[src/rtl/fibo_seq_ctrl.sv]
`default_nettype none
// ============================================================================
// Module      : fibo_seq_ctrl
// Description : Request/response sequencer for a Fibonacci datapath made of
//               two WIDTH-bit registers (Fn1/Fn2) and a WIDTH-bit adder.
//               A request carries an index n. The controller clears the
//               datapath and issues exactly n-2 step pulses. It then captures
//               F(n) truncated to WIDTH bits, together with a sticky
//               carry-out (overflow) flag. One job is in flight at a time.
// Ports       : clk, reset     - clock (rising edge), async active-low reset
//               req_valid/req_ready/req_n - request handshake and index
//               dp_clr/dp_step  - datapath load and advance commands
//               dp_fn           - datapath sum Fn1+Fn2, carry-out in MSB
//               rsp_valid/rsp_ready/rsp_fib/rsp_ovf - response handshake
//               busy            - a job is in progress
// Revision    : 1.0 - initial release
// ============================================================================
module fibo_seq_ctrl #(
  parameter int WIDTH = 4,
  parameter int NW    = 5
) (
  input  logic             clk,
  input  logic             reset,
  input  logic             req_valid,
  output logic             req_ready,
  input  logic [NW-1:0]    req_n,
  output logic             dp_clr,
  output logic             dp_step,
  input  logic [WIDTH:0]   dp_fn,
  output logic             rsp_valid,
  input  logic             rsp_ready,
  output logic [WIDTH-1:0] rsp_fib,
  output logic             rsp_ovf,
  output logic             busy
);

  typedef enum logic [1:0] {
    S_IDLE  = 2'd0,
    S_CLEAR = 2'd1,
    S_EVAL  = 2'd2,
    S_RESP  = 2'd3
  } state_t;

  state_t           state_q, state_d;
  logic [NW-1:0]    cnt_q, cnt_d;
  logic [WIDTH-1:0] fib_q, fib_d;
  logic             ovf_q, ovf_d;
  logic             rsp_valid_q, rsp_valid_d;
  logic             busy_q, busy_d;

  always_ff @(posedge clk or negedge reset) begin
    if (!reset) begin
      state_q     <= S_IDLE;
      cnt_q       <= '0;
      fib_q       <= '0;
      ovf_q       <= 1'b0;
      rsp_valid_q <= 1'b0;
      busy_q      <= 1'b0;
    end else begin
      state_q     <= state_d;
      cnt_q       <= cnt_d;
      fib_q       <= fib_d;
      ovf_q       <= ovf_d;
      rsp_valid_q <= rsp_valid_d;
      busy_q      <= busy_d;
    end
  end

  always_comb begin
    state_d = state_q;
    cnt_d   = cnt_q;
    fib_d   = fib_q;
    ovf_d   = ovf_q;
    unique case (state_q)
      S_IDLE: begin
        if (req_valid) begin
          ovf_d = 1'b0;
          if (req_n < NW'(2)) begin
            // F(0)=0 and F(1)=1 need no datapath activity.
            fib_d   = WIDTH'(req_n[0]);
            state_d = S_RESP;
          end else begin
            // After the clear, the sum already holds F(2); n-2 steps remain.
            cnt_d   = req_n - NW'(2);
            state_d = S_CLEAR;
          end
        end
      end
      S_CLEAR: begin
        state_d = S_EVAL;
      end
      S_EVAL: begin
        // Any carry-out seen during the job makes the result inexact.
        if (dp_fn[WIDTH]) begin
          ovf_d = 1'b1;
        end
        if (cnt_q != '0) begin
          cnt_d = cnt_q - NW'(1);
        end else begin
          fib_d   = dp_fn[WIDTH-1:0];
          state_d = S_RESP;
        end
      end
      S_RESP: begin
        if (rsp_ready) begin
          state_d = S_IDLE;
        end
      end
      default: begin
        state_d = S_IDLE;
      end
    endcase
  end

  // Registered flags track the state being entered, so they line up with state_q.
  assign rsp_valid_d = (state_d == S_RESP);
  assign busy_d      = (state_d != S_IDLE);

  // Decoded from registered state/counter only; CLEAR and EVAL are exclusive,
  // so clear and step can never coincide.
  assign req_ready = (state_q == S_IDLE);
  assign dp_clr    = (state_q == S_CLEAR);
  assign dp_step   = (state_q == S_EVAL) && (cnt_q != '0);

  assign rsp_valid = rsp_valid_q;
  assign rsp_fib   = fib_q;
  assign rsp_ovf   = ovf_q;
  assign busy      = busy_q;

endmodule
`default_nettype wire

[config.mk]
export PLATFORM = sky130hd
export DESIGN_NAME = fibo_seq_ctrl
export DESIGN_NICKNAME = d
export VERILOG_FILES = /design/src/rtl/fibo_seq_ctrl.sv
export SDC_FILE = /design/constraint.sdc
export NUM_CORES = 1
export LEC_CHECK = 0
export BUFFER_PORTS_ARGS = -buffer_cell sky130_fd_sc_hd__buf_4
export CORE_UTILIZATION = 29
export CTS_CLUSTER_DIAMETER = 80
export CTS_CLUSTER_SIZE = 16
export DETAILED_ROUTE_END_ITERATION = 10
export SLEW_MARGIN = 20
export SYNTH_ARGS = -nofsm -noshare
export SYNTH_HDL_FRONTEND = slang
export SYNTH_SLANG_ARGS = --single-unit
[constraint.sdc]
create_clock -name clk -period 2.3 [get_ports clk]
set_input_delay 0.23 -clock clk [delete_from_list [all_inputs] [get_ports clk]]
set_output_delay 0.23 -clock clk [all_outputs]
set_load 0.01 [all_outputs]
==> results of run 1 <==
-- flip-flops by register name, indices dropped and copies added (netlist names) --
| name | cells |
|---|---|
| state_q | 2 |
| rsp_fib | 4 |
| cnt_q | 5 |
| rsp_ovf | 1 |
| rsp_valid | 1 |
| busy | 1 |
-- cells in the mapped netlist (all sizes together) --
cell type / number / area [µm²]
nor3b: 1 / 7.510
a21oi: 4 / 23.77
nand3: 1 / 5.000
o31a: 1 / 8.760
and2b: 1 / 7.510
inv: 5 / 18.76
o22ai: 1 / 6.260
nand2b: 1 / 6.260
o21ai: 3 / 15.01
or3: 1 / 6.260
o31ai: 1 / 7.510
a31oi: 3 / 33.78
o32ai: 1 / 8.760
a21boi: 2 / 15.01
buf: 3 / 20.01
dfrtp: 14 / 350.3
mux2i: 1 / 10.01
ha: 2 / 25.02
xnor2: 2 / 17.52
and2: 1 / 6.260
a32o: 1 / 10.01
a22oi: 1 / 7.510
or3b: 1 / 8.760
mux2: 2 / 30.03
nor2: 5 / 37.54
nor3: 3 / 20.02
nand2: 10 / 37.54
or4b: 1 / 13.76
a41oi: 1 / 8.760
a22o: 4 / 35.03
-- power by group through the flow --
stage               clock network, mW  registers, mW  logic [mW]
floorplan                           0          0.452       0.445
global placement                    0          0.477       0.637
detailed placement                  0          0.479       0.638
CTS                             0.145          0.475       0.640
global route                    0.153          0.491       0.705
finish                          0.138          0.477       0.636
-- cells in the final DEF, fill, tap and decap left out, types with 3 or more instances in the layout --
cell	synthesis	layout
buf_4	2	23
dfrtp_1	14	14
nand2_1	10	10
inv_1	4	4
a22o_1	4	4
nor2_1	3	3
a21oi_1	3	3
clkbuf_4	0	3
-- cells by family after synthesis --
kind of cell / after synthesis
AOI/OAI and AO/OA: 23
xor gates and xnor gates: 2
adders and majority gates: 2
buffers and inverters: 8
DFF: 14
muxes: 3
and+or+nand+nor: 26
-- path summary, 6_finish.rpt --
check | start | cells after the start | endpoint
max in group asynchronous | reset | 2 | rsp_fib[1]$_DFFE_PN0P_
min reg2reg | rsp_fib[1]$_DFFE_PN0P_ | 1 | rsp_fib[1]$_DFFE_PN0P_
min in group asynchronous | reset | 2 | cnt_q[4]$_DFFE_PN0P_
min | rsp_ready | 2 | busy$_DFF_PN0_
max | cnt_q[0]$_DFFE_PN0P_ | 5 | dp_step
max reg2reg | cnt_q[0]$_DFFE_PN0P_ | 6 | cnt_q[1]$_DFFE_PN0P_
-- cell type report --
cell class / count / area share
Multi-Input combinational cell: 56 / 0.4066
Sequential cell: 14 / 0.3398
Timing Repair Buffer: 24 / 0.1772
Tap cell: 30 / 0.03641
Clock buffer: 3 / 0.02184
Inverter: 5 / 0.01820
-- routing by layer --
| metal | vias up | wire length, µm | track usage |
|---|---|---|---|
| met5 | - | 0 | 0 |
| met4 | 0 | 14 | 0.07692 |
| met3 | 2 | 80 | 0.03333 |
| met2 | 19 | 757 | 0.1847 |
| met1 | 315 | 942 | 0.1899 |
| li1 | 334 | - | - |
-- worst max-delay path: cells and delay by family (launching register included) --
| family | cells | cell delay, ps |
|---|---|---|
| adder cells (fa/ha/maj) | 1 | 180 |
| flip-flops | 1 | 410 |
| buffers and inverters | 2 | 240 |
| AND/OR/NAND/NOR | 2 | 710 |
==> results.yml, run 1 <==
status:
  status: "finished, final reports clean"
clocking:
  numCtsBuffers: 3
  clock_latency_ps: 270
  clock_sinks: 14
  cts_setup_buffers: 0
  cts_hold_buf: 1
  clk_pin_slew_ps: 80
  cts_tree: "done"
  cts_resized: 0
  cts_buffer_depth: 2
  htree_levels: 1
  root_buffer: "clkbuf_4"
synth:
  syn_area_um2: 808.3
  muxShareOfSynthArea: 0.04954
  ys_seq_area_frac: 0.4334
  synth_xor_area_frac: 0.02167
  synth-simple-area-share: 0.1935
  avgSynthCellArea_um2: 10.36
  synth_compound_area_frac: 0.2229
  syn_inst: 78
  synth_top_family_by_area: "compound AO/OA/AOI/OAI gates"
  synth_cell_types: 38
  ys_seq_elements: 14
  synth_fa_ha_area_frac: 0.03096
  ys.warnings.count: 0
  syn-num-nets: 94
timing:
  finalWorstSetupSlack_ps: 250.3
  hold_ws_ps: 159.9
  slew_headroom: 0.6684
  period_needed_ps: 2050
  maxSlewViolCount: 0
  fin_crit_sh: 0.8912
  skew_ps: 1.098
  grt_setup_unrepaired: "no"
  fmax_ghz: 0.4879
  finalSetupTns_ps: 0
  hold_violations: 0
  setup_viol: 0
  tightestPinTransition_ps: 496.4
worst_setup_path:
  slowest_delay_ps: 520
  crit_fanout: 3
  crit_arrival_ps: 1820
  cp.required_ps: 2070
  worstSetupStartpointType: "flip-flop"
  worstSetupPathType: "reg2out"
  crit_chain: "inv_1, ha_1, or4b_4, and2_1, buf_4"
  crit_slowest_cell: "or4b_4"
  ff2ff_setup_slack_ps: 400
  cp-end-kind: "output pin"
place:
  place_ws_ps: 424.4
  dpl_cell_area_um2: 998.5
  dp_hpwl_um: 1386
  gp_congestion: 0.8054
  portBuffers: 23
  place_inst: 128
route:
  wl_per_cell_um: 13.60
  finalWirelength_um: 1795
  drt_iter0_markers: 9
  ant_nets: 0
  drc: 0
  via_count: 670
  viasPerCell: 5.076
  drtPass1Iterations: 2
global_routing:
  grt_pass1_wl_um: 2815
  first_global_vias: 653
  antenna_found_initial: 0
  grt-ovfl-total: 0
  grt_max_degree: 15
  track_usage: 0.1354
power:
  combPwrFrac: 0.508
  fin_total_pwr_mw: 1.252
  p_clk_frac: 0.111
  internal_power_mw: 0.7522
  ir_drop_uv: 499.6
  p_sw_frac: 0.3993
  p_switching_mw: 0.5000
  power_frac_seq: 0.381
  power_density_mw_per_mm2: 1215
  p_leak_nw: 0.4879
floorplanning:
  die_w_um: 54.80
  io_pins: 24
  die_height_um: 54.80
  die_area_mm2: 0.003002
  core_area_mm2: 0.002545
  initial_core_util: 0.3176
  num_rows: 18
layout:
  seqCellArea_um2: 350.3
  syn2layout_area_growth_pct: 27.55
  drive_above_1_share: 0.3431
  fillers: 262
  fin_cells: 132
  multiInputGateArea_um2: 419.2
  design_area_mm2: 0.001031
  num_antenna_cells: 0
  nets: 120
  fin_util: 0.4051
job:
  drv_cap: 0
worst_hold_path:
  hold_class: "in2reg"
(Power assumes the default switching activity.)
==> run 2, diff against run 1 <==
Settings changed: CORE_ASPECT_RATIO set to 0.9, CTS_CLUSTER_SIZE 16 to not set, PLACE_DENSITY set to 0.46.
==> run 2 against run 1 <==
Net effect:
- the run now ends with design-rule violations left
- die area about the same
- clock power increased by 30%
- utilization increased by 0.62 points
- flip-flop and latch count unchanged
- global-route usage increased by 1.1 points
- via count increased by 2.8%
- routed wire length increased by 3.8%
- final area increased by 1.8%
- combinational power increased by 4.6%
- largest power group unchanged
- highest routed layer unchanged
==> results.yml, run 2 (same netlist as run 1, synthesis figures left out) <==
global_routing:
  track_usage: 0.1463
  grt-ovfl-total: 0
  antenna_found_initial: 0
  grt_max_degree: 15
  grt_pass1_wl_um: 3077
  first_global_vias: 675
worst_setup_path:
  crit_arrival_ps: 1810
  crit_chain: "inv_1, ha_1, or4b_4, and2_1, buf_4"
  slowest_delay_ps: 520
  crit_fanout: 3
  worstSetupPathType: "reg2out"
  cp.required_ps: 2070
  crit_slowest_cell: "or4b_4"
  worstSetupStartpointType: "flip-flop"
  crit_family: "simple AND/OR/NAND/NOR gates"
  cp-end-kind: "output pin"
  crit_buf_inv: 2
power:
  p_sw_frac: 0.3866
  combPwrFrac: 0.512
  p_switching_mw: 0.5015
  p_leak_nw: 0.5003
  power_frac_seq: 0.349
  internal_power_mw: 0.7957
  fin_total_pwr_mw: 1.297
  ir_drop_uv: 294.2
  p_clk_frac: 0.138
  power_density_mw_per_mm2: 1236
layout:
  largest_register_ffs: 5
  design_area_mm2: 0.001050
  syn2layout_area_growth_pct: 29.88
  regMostFlops: "cnt_q"
  nets: 121
  drive_above_1_share: 0.3558
  layout_common_cells: "buf_4 (24), dfrtp_1 (14), nand2_1 (10)"
  num_antenna_cells: 0
  final_common_cell: "buf_4"
clocking:
  clk_pin_slew_ps: 90
  cts_setup_buffers: 0
  cts_tree: "done"
  clock_latency_ps: 280
  root_buffer: "clkbuf_4"
  clock_sinks: 14
  cts_resized: 0
  cts_buffer_depth: 2
  numCtsBuffers: 3
  htree_levels: 1
place:
  dp_hpwl_um: 1419
  gp_congestion: 0.7634
  dpl_cell_area_mm2: 0.001003
  portBuffers: 23
route:
  drt_iter0_markers: 12
  drc: 3
  viasPerCell: 5.220
  drtPass1Iterations: 7
  wl_per_cell_um: 14.12
  finalWirelength_um: 1864
  via_count: 689
  ant_nets: 0
timing:
  hold_violations: 0
  fmax_ghz: 0.4902
  fin_crit_sh: 0.8869
  skew_ps: 4.544
  finalSetupTns_ps: 0
  setup_viol: 0
  maxSlewViolCount: 0
  slew_headroom: 0.6476
  period_needed_ps: 2040
  grt_setup_unrepaired: "no"
  tightestPinTransition_ps: 527.5
floorplanning:
  io_pins: 24
  die_w_um: 57.65
  num_rows: 17
  die_height_um: 52.09
  die_area_mm2: 0.003003
  initial_core_util: 0.3167
  core_area_mm2: 0.002552
job:
  drv_cap: 0
status:
  violations: "design-rule violations"
  status: "finished with violations"
worst_hold_path:
  hold_class: "in2reg"
run 2: path summary, 6_finish.rpt:
check                      slack, ps                endpoint  cells past startpoint                    from
hold / removal                   160    state_q[1]$_DFF_PN0_                      2               rsp_ready
setup / recovery                 260                 dp_step                      5    cnt_q[0]$_DFFE_PN0P_
min in group asynchronous        330    cnt_q[4]$_DFFE_PN0P_                      2                   reset
setup reg to reg                 400    cnt_q[1]$_DFFE_PN0P_                      6    cnt_q[0]$_DFFE_PN0P_
hold reg to reg                  510  rsp_fib[3]$_DFFE_PN0P_                      1  rsp_fib[3]$_DFFE_PN0P_
max in group asynchronous       1790    cnt_q[2]$_DFFE_PN0P_                      2                   reset
run 2: layer usage:
| layer | part of all wire | global-route usage |
|---|---|---|
| met3 | 0.060 | 0.02736 |
| met4 | 0.034 | 0.1230 |
| met1 | 0.47 | 0.1804 |
| met2 | 0.43 | 0.2209 |
| met5 | 0 | 0 |
run 2: layout make-up:
type | instances | area [µm²]
Tap cell | 28 | 35.03
Sequential cell | 14 | 350.3
Multi-Input combinational cell | 56 | 419.2
Fill cell | 255 | 1503
Clock buffer | 4 | 36.28
Inverter | 5 | 18.77
Timing Repair Buffer | 25 | 190.2
run 2: power by group through the flow:
stage	clock [mW]	combinational, mW	sequential, mW
final	0.179	0.665	0.453
after global routing	0.197	0.744	0.473
after CTS	0.190	0.670	0.454
after detailed placement	0	0.666	0.458
after global placement	0	0.675	0.462
after floorplan	0	0.445	0.452
run 2: metrics by stage:
step | std cells | hold slack [ps] | utilization | setup slack, ps
2_1_floorplan | 78 | -65.59 | - | 527.4
3_3_place_gp | 127 | 93.37 | 0.3931 | 453.4
3_5_place_dp | 127 | 95.72 | 0.3931 | 430.2
4_1_cts | 132 | 143.0 | 0.4113 | 241.7
5_1_grt | 132 | 145.3 | 0.4113 | 151.7
6_report | 132 | 155.3 | 0.4113 | 260.1
run 2: timing repair:
item                                    4_1_cts  5_1_grt
hold buffers                                  1        0
endpoints found under the setup margin        0        0
hold endpoints to repair                     14        0
run 2: worst reg2reg max path, delay by kind of cell (launching register included):
family	cells	cell delay [ps]
AND/OR/NAND/NOR	3	800
adder cells (fa/ha/maj)	1	180
buffers and inverters	1	110
flip-flops	1	400
multiplexers	1	300
